### src/rtl/dram_arb_pkg.sv
// Shared types and constants for the three-client DRAM slot arbiter.
package dram_arb_pkg;

  localparam int ADDR_W       = 21;
  localparam int DATA_W       = 16;
  localparam int RFSH_MAX_DEF = 31;

  // Client that owns a DRAM slot (or the pending read return).
  typedef enum logic [1:0] {
    OWN_NONE = 2'd0,
    OWN_VID  = 2'd1,
    OWN_DMA  = 2'd2,
    OWN_CPU  = 2'd3
  } own_e;

endpackage

### src/rtl/dram_arb_if.sv
// Client, phase-strobe and controller signals of the DRAM slot arbiter.
// The arbiter uses the slave modport; clients and controller side use master.
interface dram_arb_if;
  import dram_arb_pkg::*;

  logic              c0;
  logic              c1;
  logic              c2;
  logic              c3;

  logic              vid_req;
  logic [ADDR_W-1:0] vid_addr;
  logic              vid_ack;
  logic              vid_rdstrb;

  logic              dma_req;
  logic [ADDR_W-1:0] dma_addr;
  logic              dma_rnw;
  logic [1:0]        dma_bsel;
  logic [DATA_W-1:0] dma_wrdata;
  logic              dma_ack;
  logic              dma_rdstrb;

  logic              cpu_req;
  logic [ADDR_W-1:0] cpu_addr;
  logic              cpu_rnw;
  logic [1:0]        cpu_bsel;
  logic [DATA_W-1:0] cpu_wrdata;
  logic              cpu_ack;
  logic              cpu_rdstrb;

  logic [DATA_W-1:0] rddata;
  logic [DATA_W-1:0] dram_rd;
  logic              dram_req;
  logic              dram_rnw;
  logic [ADDR_W-1:0] dram_addr;
  logic [1:0]        dram_bsel;
  logic [DATA_W-1:0] dram_wrdata;

  modport slave (
    input  c0, c1, c2, c3,
    input  vid_req, vid_addr,
    input  dma_req, dma_addr, dma_rnw, dma_bsel, dma_wrdata,
    input  cpu_req, cpu_addr, cpu_rnw, cpu_bsel, cpu_wrdata,
    input  dram_rd,
    output vid_ack, vid_rdstrb, dma_ack, dma_rdstrb, cpu_ack, cpu_rdstrb,
    output rddata, dram_req, dram_rnw, dram_addr, dram_bsel, dram_wrdata
  );

  modport master (
    output c0, c1, c2, c3,
    output vid_req, vid_addr,
    output dma_req, dma_addr, dma_rnw, dma_bsel, dma_wrdata,
    output cpu_req, cpu_addr, cpu_rnw, cpu_bsel, cpu_wrdata,
    output dram_rd,
    input  vid_ack, vid_rdstrb, dma_ack, dma_rdstrb, cpu_ack, cpu_rdstrb,
    input  rddata, dram_req, dram_rnw, dram_addr, dram_bsel, dram_wrdata
  );

endinterface

### src/rtl/dram_rfsh_guard.sv
// Refresh guard: counts consecutive granted slots and forces one idle slot
// once RFSH_MAX grants have been issued back to back.
module dram_rfsh_guard
  import dram_arb_pkg::*;
#(
  parameter int RFSH_MAX = RFSH_MAX_DEF
) (
  input  logic clk,
  input  logic rst,
  input  logic c2,
  input  logic granted,
  output logic force_idle
);

  localparam logic [7:0] MAX_C = 8'(RFSH_MAX);

  logic [7:0] cnt_r;
  logic [7:0] cnt_nxt_s;

  // Next count: saturating increment on a grant, clear on an idle slot.
  always_comb begin
    cnt_nxt_s = cnt_r;
    if (granted) begin
      if (cnt_r == MAX_C) begin
        cnt_nxt_s = MAX_C;
      end else begin
        cnt_nxt_s = cnt_r + 8'd1;
      end
    end else begin
      cnt_nxt_s = 8'd0;
    end
  end

  // Counter and registered force flag advance only at decision edges.
  always_ff @(posedge clk) begin
    if (rst) begin
      cnt_r      <= 8'd0;
      force_idle <= 1'b0;
    end else if (c2) begin
      cnt_r      <= cnt_nxt_s;
      force_idle <= (cnt_nxt_s == MAX_C);
    end else begin
      cnt_r      <= cnt_r;
      force_idle <= force_idle;
    end
  end

endmodule

### src/rtl/dram_arb.sv
// Three-client DRAM slot arbiter: one grant per 4-phase DRAM cycle, decided
// at the c2 edge. Video has fixed priority, DMA/CPU share round-robin, and
// the refresh guard can force an idle slot. Read data of the previous granted
// read slot is captured at the same c2 edge.
module dram_arb
  import dram_arb_pkg::*;
#(
  parameter int RFSH_MAX = RFSH_MAX_DEF
) (
  input logic       clk,
  input logic       rst,
  dram_arb_if.slave bus
);

  own_e grant_s;
  own_e owner_r;       // client of the previous granted read slot
  logic ptr_r;         // round-robin preference: 0 = DMA, 1 = CPU
  logic force_idle_s;
  logic granted_s;
  logic unused_phase_s;

  // Only c2 matters to the arbiter; the other strobes are carried for the controller.
  assign unused_phase_s = bus.c0 ^ bus.c1 ^ bus.c3;

  // Slot winner: forced idle, then video, then DMA/CPU by pointer.
  always_comb begin
    grant_s = OWN_NONE;
    if (force_idle_s) begin
      grant_s = OWN_NONE;
    end else if (bus.vid_req) begin
      grant_s = OWN_VID;
    end else if (bus.dma_req && bus.cpu_req) begin
      grant_s = ptr_r ? OWN_CPU : OWN_DMA;
    end else if (bus.dma_req) begin
      grant_s = OWN_DMA;
    end else if (bus.cpu_req) begin
      grant_s = OWN_CPU;
    end else begin
      grant_s = OWN_NONE;
    end
  end

  assign granted_s = (grant_s != OWN_NONE);

  dram_rfsh_guard #(
    .RFSH_MAX (RFSH_MAX)
  ) u_guard (
    .clk        (clk),
    .rst        (rst),
    .c2         (bus.c2),
    .granted    (granted_s),
    .force_idle (force_idle_s)
  );

  // Slot register: grant outputs, ack/strobe pulses and read capture at c2.
  always_ff @(posedge clk) begin
    if (rst) begin
      bus.vid_ack     <= 1'b0;
      bus.dma_ack     <= 1'b0;
      bus.cpu_ack     <= 1'b0;
      bus.vid_rdstrb  <= 1'b0;
      bus.dma_rdstrb  <= 1'b0;
      bus.cpu_rdstrb  <= 1'b0;
      bus.rddata      <= 16'h0000;
      bus.dram_req    <= 1'b0;
      bus.dram_rnw    <= 1'b0;
      bus.dram_addr   <= 21'h000000;
      bus.dram_bsel   <= 2'b00;
      bus.dram_wrdata <= 16'h0000;
      owner_r         <= OWN_NONE;
      ptr_r           <= 1'b0;
    end else if (bus.c2) begin
      bus.vid_ack    <= (grant_s == OWN_VID);
      bus.dma_ack    <= (grant_s == OWN_DMA);
      bus.cpu_ack    <= (grant_s == OWN_CPU);
      bus.vid_rdstrb <= (owner_r == OWN_VID);
      bus.dma_rdstrb <= (owner_r == OWN_DMA);
      bus.cpu_rdstrb <= (owner_r == OWN_CPU);
      if (owner_r != OWN_NONE) begin
        bus.rddata <= bus.dram_rd;
      end else begin
        bus.rddata <= bus.rddata;
      end
      case (grant_s)
        OWN_VID: begin
          bus.dram_req  <= 1'b1;
          bus.dram_addr <= bus.vid_addr;
          bus.dram_rnw  <= 1'b1;
          bus.dram_bsel <= 2'b11;
          owner_r       <= OWN_VID;
        end
        OWN_DMA: begin
          bus.dram_req    <= 1'b1;
          bus.dram_addr   <= bus.dma_addr;
          bus.dram_rnw    <= bus.dma_rnw;
          bus.dram_bsel   <= bus.dma_bsel;
          bus.dram_wrdata <= bus.dma_wrdata;
          owner_r         <= bus.dma_rnw ? OWN_DMA : OWN_NONE;
          ptr_r           <= 1'b1;
        end
        OWN_CPU: begin
          bus.dram_req    <= 1'b1;
          bus.dram_addr   <= bus.cpu_addr;
          bus.dram_rnw    <= bus.cpu_rnw;
          bus.dram_bsel   <= bus.cpu_bsel;
          bus.dram_wrdata <= bus.cpu_wrdata;
          owner_r         <= bus.cpu_rnw ? OWN_CPU : OWN_NONE;
          ptr_r           <= 1'b0;
        end
        default: begin
          bus.dram_req <= 1'b0;
          owner_r      <= OWN_NONE;
        end
      endcase
    end else begin
      bus.vid_ack    <= 1'b0;
      bus.dma_ack    <= 1'b0;
      bus.cpu_ack    <= 1'b0;
      bus.vid_rdstrb <= 1'b0;
      bus.dma_rdstrb <= 1'b0;
      bus.cpu_rdstrb <= 1'b0;
    end
  end

endmodule

### src/flat_wrapper.sv
// flat-port wrapper written by rule: the top's interface ports become plain ports
module dram_arb_flat import dram_arb_pkg::*;
#(
  parameter int RFSH_MAX = RFSH_MAX_DEF
)
  (clk, rst, bus_c0, bus_c1, bus_c2, bus_c3, bus_vid_req, bus_vid_addr, bus_dma_req, bus_dma_addr, bus_dma_rnw, bus_dma_bsel, bus_dma_wrdata, bus_cpu_req, bus_cpu_addr, bus_cpu_rnw, bus_cpu_bsel, bus_cpu_wrdata, bus_dram_rd, bus_vid_ack, bus_vid_rdstrb, bus_dma_ack, bus_dma_rdstrb, bus_cpu_ack, bus_cpu_rdstrb, bus_rddata, bus_dram_req, bus_dram_rnw, bus_dram_addr, bus_dram_bsel, bus_dram_wrdata);
  dram_arb_if bus_i ();
  input logic clk;
  input logic rst;
  input wire logic [$bits(bus_i.c0)-1:0] bus_c0;
  input wire logic [$bits(bus_i.c1)-1:0] bus_c1;
  input wire logic [$bits(bus_i.c2)-1:0] bus_c2;
  input wire logic [$bits(bus_i.c3)-1:0] bus_c3;
  input wire logic [$bits(bus_i.vid_req)-1:0] bus_vid_req;
  input wire logic [$bits(bus_i.vid_addr)-1:0] bus_vid_addr;
  input wire logic [$bits(bus_i.dma_req)-1:0] bus_dma_req;
  input wire logic [$bits(bus_i.dma_addr)-1:0] bus_dma_addr;
  input wire logic [$bits(bus_i.dma_rnw)-1:0] bus_dma_rnw;
  input wire logic [$bits(bus_i.dma_bsel)-1:0] bus_dma_bsel;
  input wire logic [$bits(bus_i.dma_wrdata)-1:0] bus_dma_wrdata;
  input wire logic [$bits(bus_i.cpu_req)-1:0] bus_cpu_req;
  input wire logic [$bits(bus_i.cpu_addr)-1:0] bus_cpu_addr;
  input wire logic [$bits(bus_i.cpu_rnw)-1:0] bus_cpu_rnw;
  input wire logic [$bits(bus_i.cpu_bsel)-1:0] bus_cpu_bsel;
  input wire logic [$bits(bus_i.cpu_wrdata)-1:0] bus_cpu_wrdata;
  input wire logic [$bits(bus_i.dram_rd)-1:0] bus_dram_rd;
  output wire logic [$bits(bus_i.vid_ack)-1:0] bus_vid_ack;
  output wire logic [$bits(bus_i.vid_rdstrb)-1:0] bus_vid_rdstrb;
  output wire logic [$bits(bus_i.dma_ack)-1:0] bus_dma_ack;
  output wire logic [$bits(bus_i.dma_rdstrb)-1:0] bus_dma_rdstrb;
  output wire logic [$bits(bus_i.cpu_ack)-1:0] bus_cpu_ack;
  output wire logic [$bits(bus_i.cpu_rdstrb)-1:0] bus_cpu_rdstrb;
  output wire logic [$bits(bus_i.rddata)-1:0] bus_rddata;
  output wire logic [$bits(bus_i.dram_req)-1:0] bus_dram_req;
  output wire logic [$bits(bus_i.dram_rnw)-1:0] bus_dram_rnw;
  output wire logic [$bits(bus_i.dram_addr)-1:0] bus_dram_addr;
  output wire logic [$bits(bus_i.dram_bsel)-1:0] bus_dram_bsel;
  output wire logic [$bits(bus_i.dram_wrdata)-1:0] bus_dram_wrdata;
  assign bus_i.c0 = bus_c0;
  assign bus_i.c1 = bus_c1;
  assign bus_i.c2 = bus_c2;
  assign bus_i.c3 = bus_c3;
  assign bus_i.vid_req = bus_vid_req;
  assign bus_i.vid_addr = bus_vid_addr;
  assign bus_i.dma_req = bus_dma_req;
  assign bus_i.dma_addr = bus_dma_addr;
  assign bus_i.dma_rnw = bus_dma_rnw;
  assign bus_i.dma_bsel = bus_dma_bsel;
  assign bus_i.dma_wrdata = bus_dma_wrdata;
  assign bus_i.cpu_req = bus_cpu_req;
  assign bus_i.cpu_addr = bus_cpu_addr;
  assign bus_i.cpu_rnw = bus_cpu_rnw;
  assign bus_i.cpu_bsel = bus_cpu_bsel;
  assign bus_i.cpu_wrdata = bus_cpu_wrdata;
  assign bus_i.dram_rd = bus_dram_rd;
  assign bus_vid_ack = bus_i.vid_ack;
  assign bus_vid_rdstrb = bus_i.vid_rdstrb;
  assign bus_dma_ack = bus_i.dma_ack;
  assign bus_dma_rdstrb = bus_i.dma_rdstrb;
  assign bus_cpu_ack = bus_i.cpu_ack;
  assign bus_cpu_rdstrb = bus_i.cpu_rdstrb;
  assign bus_rddata = bus_i.rddata;
  assign bus_dram_req = bus_i.dram_req;
  assign bus_dram_rnw = bus_i.dram_rnw;
  assign bus_dram_addr = bus_i.dram_addr;
  assign bus_dram_bsel = bus_i.dram_bsel;
  assign bus_dram_wrdata = bus_i.dram_wrdata;
  dram_arb #(.RFSH_MAX(RFSH_MAX)) u_core (.clk(clk), .rst(rst), .bus(bus_i));
endmodule
### config.mk
export PLATFORM = sky130hd
export DESIGN_NAME = dram_arb_flat
export DESIGN_NICKNAME = d
export VERILOG_FILES = /design/src/rtl/dram_arb_pkg.sv /design/src/rtl/dram_arb_if.sv /design/src/rtl/dram_rfsh_guard.sv /design/src/rtl/dram_arb.sv /design/src/flat_wrapper.sv
export SDC_FILE = /design/constraint.sdc
export NUM_CORES = 1
export LEC_CHECK = 0
export ABC_AREA = 1
export BUFFER_PORTS_ARGS = -buffer_cell sky130_fd_sc_hd__buf_4
export CAP_MARGIN = 30
export CORE_MARGIN = 2
export CORE_UTILIZATION = 44
export CTS_CLUSTER_DIAMETER = 200
export CTS_CLUSTER_SIZE = 40
export DETAILED_ROUTE_END_ITERATION = 10
export PLACE_DENSITY = 0.92
export SLEW_MARGIN = 10
export SYNTH_ARGS = -nofsm -noshare
export SYNTH_HDL_FRONTEND = slang
export SYNTH_SLANG_ARGS = --single-unit
### constraint.sdc
create_clock -name clk -period 1.8 [get_ports clk]
set_clock_uncertainty 0.15 [all_clocks]
set_input_delay 0.36 -clock clk [delete_from_list [all_inputs] [get_ports clk]]
set_output_delay 0.36 -clock clk [all_outputs]
set_load 0.02 [all_outputs]
==> results.json <==
{
  "outcome": "finished, final reports clean",
  "crit_path_top_delay_cell": "dfxtp_1",
  "syn_area_sq_um": 3360,
  "yosys.area.top_type": "dfxtp_1",
  "crit_required_ns": 1.93,
  "p_per_area_nw_per_um2": 783,
  "die_w_um": 91.4,
  "cp-end-kind": "flip-flop",
  "dr.first_iter.drc_count": 215,
  "grt_usage": 0.250,
  "pre_cts_ws_ns": -0.0606,
  "regToRegEndpoint": "u_core.u_guard.force_idle",
  "dr.pass1.iters": 5,
  "clockRootBuffer": "clkbuf_8",
  "placed_cells": 727,
  "nets": 766,
  "grt_overflow": 0,
  "synth_seq_cells": 75,
  "crit_fanout": 5,
  "die_y_um": 91.4,
  "p_sw_mw": 1.15,
  "num_rows": 31,
  "n_fill_cell": 593,
  "dieArea_sq_um": 8350,
  "hold_ws_ns": 0.0784,
  "fmax_ghz": 0.595,
  "clk_latency_ns": 0.35,
  "tns_ns": 0,
  "synth_top_area_frac": 0.447,
  "io_pins": 189,
  "design.core.area_sq_um": 7330,
  "grt_pass1_wl_um": 17100,
  "htreeDepth": 3,
  "setup_viol": 0,
  "intPower_mw": 2.87,
  "hold_start": "bus_dram_rd[11]",
  "crit_path_start_kind": "flip-flop",
  "drtAntennaViolNets": 0,
  "wl_per_cell_um": 14.0,
  "reg2reg_setup_slack_ns": 0.12,
  "maxCapViolCount": 0,
  "hpwl_um": 7890,
  "syn-num-nets": 581,
  "synth_cell_type_count": 34,
  "combPwrFrac": 0.219,
  "area.growth.synth_to_final_pct": 52.9,
  "ys_seq_area_frac": 0.447,
  "leakage_nw": 2.39,
  "grt_max_degree": 29,
  "hold_violations": 0,
  "cp_data_arrival_time_ns": 1.81,
  "initial_core_util": 0.458,
  "crit_top_cell": "nand2_1",
  "rsz0062_at_grt": "no",
  "synthCells": 454,
  "layout-drive-gt1-share": 0.368,
  "ys_warn_count": 0,
  "critPathMaxStageDelay_ns": 0.38,
  "setup_ws_ns": 0.118,
  "crit_type": "reg2reg",
  "seqPwrFrac": 0.453,
  "antenna_found_initial": 0,
  "sw_frac_of_total": 0.286,
  "cts.path.max_buffers": 2,
  "pwr-share-clk": 0.328,
  "postCtsSetupBuffers": 0,
  "drc": 0,
  "antenna_cells": 0,
  "io_buffers": 185,
  "final_cells": 743,
  "vias_per_cell": 5.15,
  "rr_worst_depth": 9,
  "drt-total-wl_um": 10400,
  "holdPathEnd": "u_core.bus.rddata[11]",
  "cts-buffers-inserted": 9,
  "period_minus_slack_ns": 1.68,
  "syn_area_per_cell_sq_um": 7.40,
  "worst_pin_slew_ns": 0.488,
  "drv_slew": 0,
  "cts.reportedPaths.clkPinSlew_ns": 0.08,
  "vdd_drop_max_mv": 0.434,
  "postCtsHoldBufs": 0,
  "cts_tree": "built",
  "place.gp.congestion": 0.920,
  "fin_crit_sh": 0.934,
  "synthTopCellsByArea": "dfxtp_1, nor2_1, nand2_1",
  "cts.sinks": 75,
  "cts_resized": 0,
  "holdCritPathClass": "in2reg",
  "r2r_start": "u_core.u_guard.cnt_r[0]",
  "slew_headroom": 0.674,
  "vias": 3824,
  "grt_pass1_vias": 3764,
  "worstPathCellList": "ha_1 -> nand2_1 -> nor2_2 -> nand3_2 -> o21ai_0 -> nand2_1 -> nor2_1 -> nand3_1 -> a21oi_1",
  "hold_path_depth": 3
}
[power by group through the flow]
| stage | Clock, mW | Sequential (mW) | Combinational, mW |
|---|---|---|---|
| after floorplan | 0 | 1.97 | 0.310 |
| after global placement | 0 | 1.85 | 0.857 |
| after detailed placement | 0 | 1.86 | 0.881 |
| after CTS | 1.34 | 1.82 | 0.883 |
| after global routing | 1.42 | 1.84 | 0.957 |
| final | 1.32 | 1.82 | 0.879 |
[synth_stat cells]
library cell	count
nor2_1	84
a31oi_4	1
clkbuf_1	10
a21oi_2	1
inv_2	4
xnor2_1	1
buf_6	3
a22oi_1	21
a31oi_1	22
buf_1	1
clkinv_2	1
inv_1	22
nand2_1	71
nand2_2	1
ha_1	1
nor2_2	3
o32ai_1	1
nor2_8	1
a31o_2	1
o21ai_0	46
nand2_4	2
o31ai_1	3
o21ai_2	1
a21oi_1	25
o22ai_1	2
a211oi_1	3
dfxtp_1	75
buf_2	11
nand4_1	1
buf_4	3
nor3_1	4
clkbuf_2	1
nand3_1	12
o21ai_1	15
[layout by cell type (no fill, tap or decap), drive strengths merged]
| cell type | count |
|---|---|
| ha | 1 |
| clkinvlp | 1 |
| dfxtp | 75 |
| o32ai | 1 |
| nand3 | 12 |
| a21oi | 26 |
| nand4 | 1 |
| xnor2 | 1 |
| bufinv | 1 |
| o21ai | 62 |
| o22ai | 2 |
| a22oi | 21 |
| buf | 203 |
| a31o | 1 |
| a31oi | 23 |
| inv | 26 |
| nor2 | 88 |
| a211oi | 3 |
| nor3 | 4 |
| nand2 | 74 |
| o31ai | 3 |
| clkinv | 5 |
| clkbuf | 10 |
[worst max-delay path: cells and delay by family (launching register included)]
family	cells	cell delay (ns)
and+or+nand+nor	6	0.65
adders and majority gates	1	0.20
DFF	1	0.38
AOI/OAI and AO/OA	2	0.23
[per-stage QoR]
| stage | utilization | total power [mW] | instance area, sq um |
|---|---|---|---|
| finish | 0.700 | 4.02 | 5130 |
| global route | 0.700 | 4.21 | 5130 |
| CTS | 0.699 | 4.05 | 5130 |
| detailed placement | 0.672 | 2.74 | 4920 |
| global placement | 0.672 | 2.71 | 4920 |
| floorplan | - | 2.28 | 3360 |
[registers in the layout (all words and copies together), names as in the netlist]
register	cells
u_core.bus.dram_wrdata	16
u_core.bus.vid_ack	1
u_core.bus.cpu_rdstrb	1
u_core.bus.dma_ack	1
u_core.bus.dram_addr	21
u_core.owner_r	2
u_core.bus.dram_bsel	2
u_core.ptr_r	1
u_core.bus.vid_rdstrb	1
u_core.bus.rddata	16
u_core.bus.dram_req	1
u_core.bus.dram_rnw	1
u_core.u_guard.force_idle	1
u_core.bus.cpu_ack	1
u_core.bus.dma_rdstrb	1
u_core.u_guard.cnt_r	8
[layer usage]
metal	vias up	global-route usage	wire [um]
li1	1905	-	-
met1	1721	0.283	4010
met2	177	0.438	5210
met3	21	0.0838	966
met4	0	0.0896	202
met5	-	0	0
[worst max path at each step]
stage | endpoint | start | cells after the start | slack, ns
4_1_cts | u_core.u_guard.force_idle | u_core.u_guard.cnt_r[1] | 9 | 0.09
5_1_grt | u_core.u_guard.force_idle | u_core.u_guard.cnt_r[0] | 10 | 0.01
2_1_floorplan | u_core.u_guard.force_idle | u_core.u_guard.cnt_r[1] | 9 | 0.23
3_3_place_gp | u_core.bus.dram_wrdata[2] | bus_dma_req | 9 | 0.04
3_5_place_dp | u_core.bus.dram_wrdata[2] | bus_vid_req | 8 | -0.06
6_report | u_core.u_guard.force_idle | u_core.u_guard.cnt_r[0] | 9 | 0.12
[cells by family after synthesis]
kind of cell    count (synthesis)  share of synthesized area
flops                          75                      0.447
compound gates                142                      0.250
fa+ha+maj                       1                    0.00373
buf+inv                        56                     0.0775
simple gates                  179                      0.219
xor+xnor                        1                    0.00261
[cell type report]
cell class,count,area (sq um),area share
timing repair buffer,203,1600,0.311
sequential,75,1500,0.292
clock buffer,10,138,0.0268
tap,99,124,0.0241
inverter,27,103,0.0200
clock inverter,6,65.1,0.0127
multi-input combinational,323,1600,0.312
(Power assumes the default switching activity.)
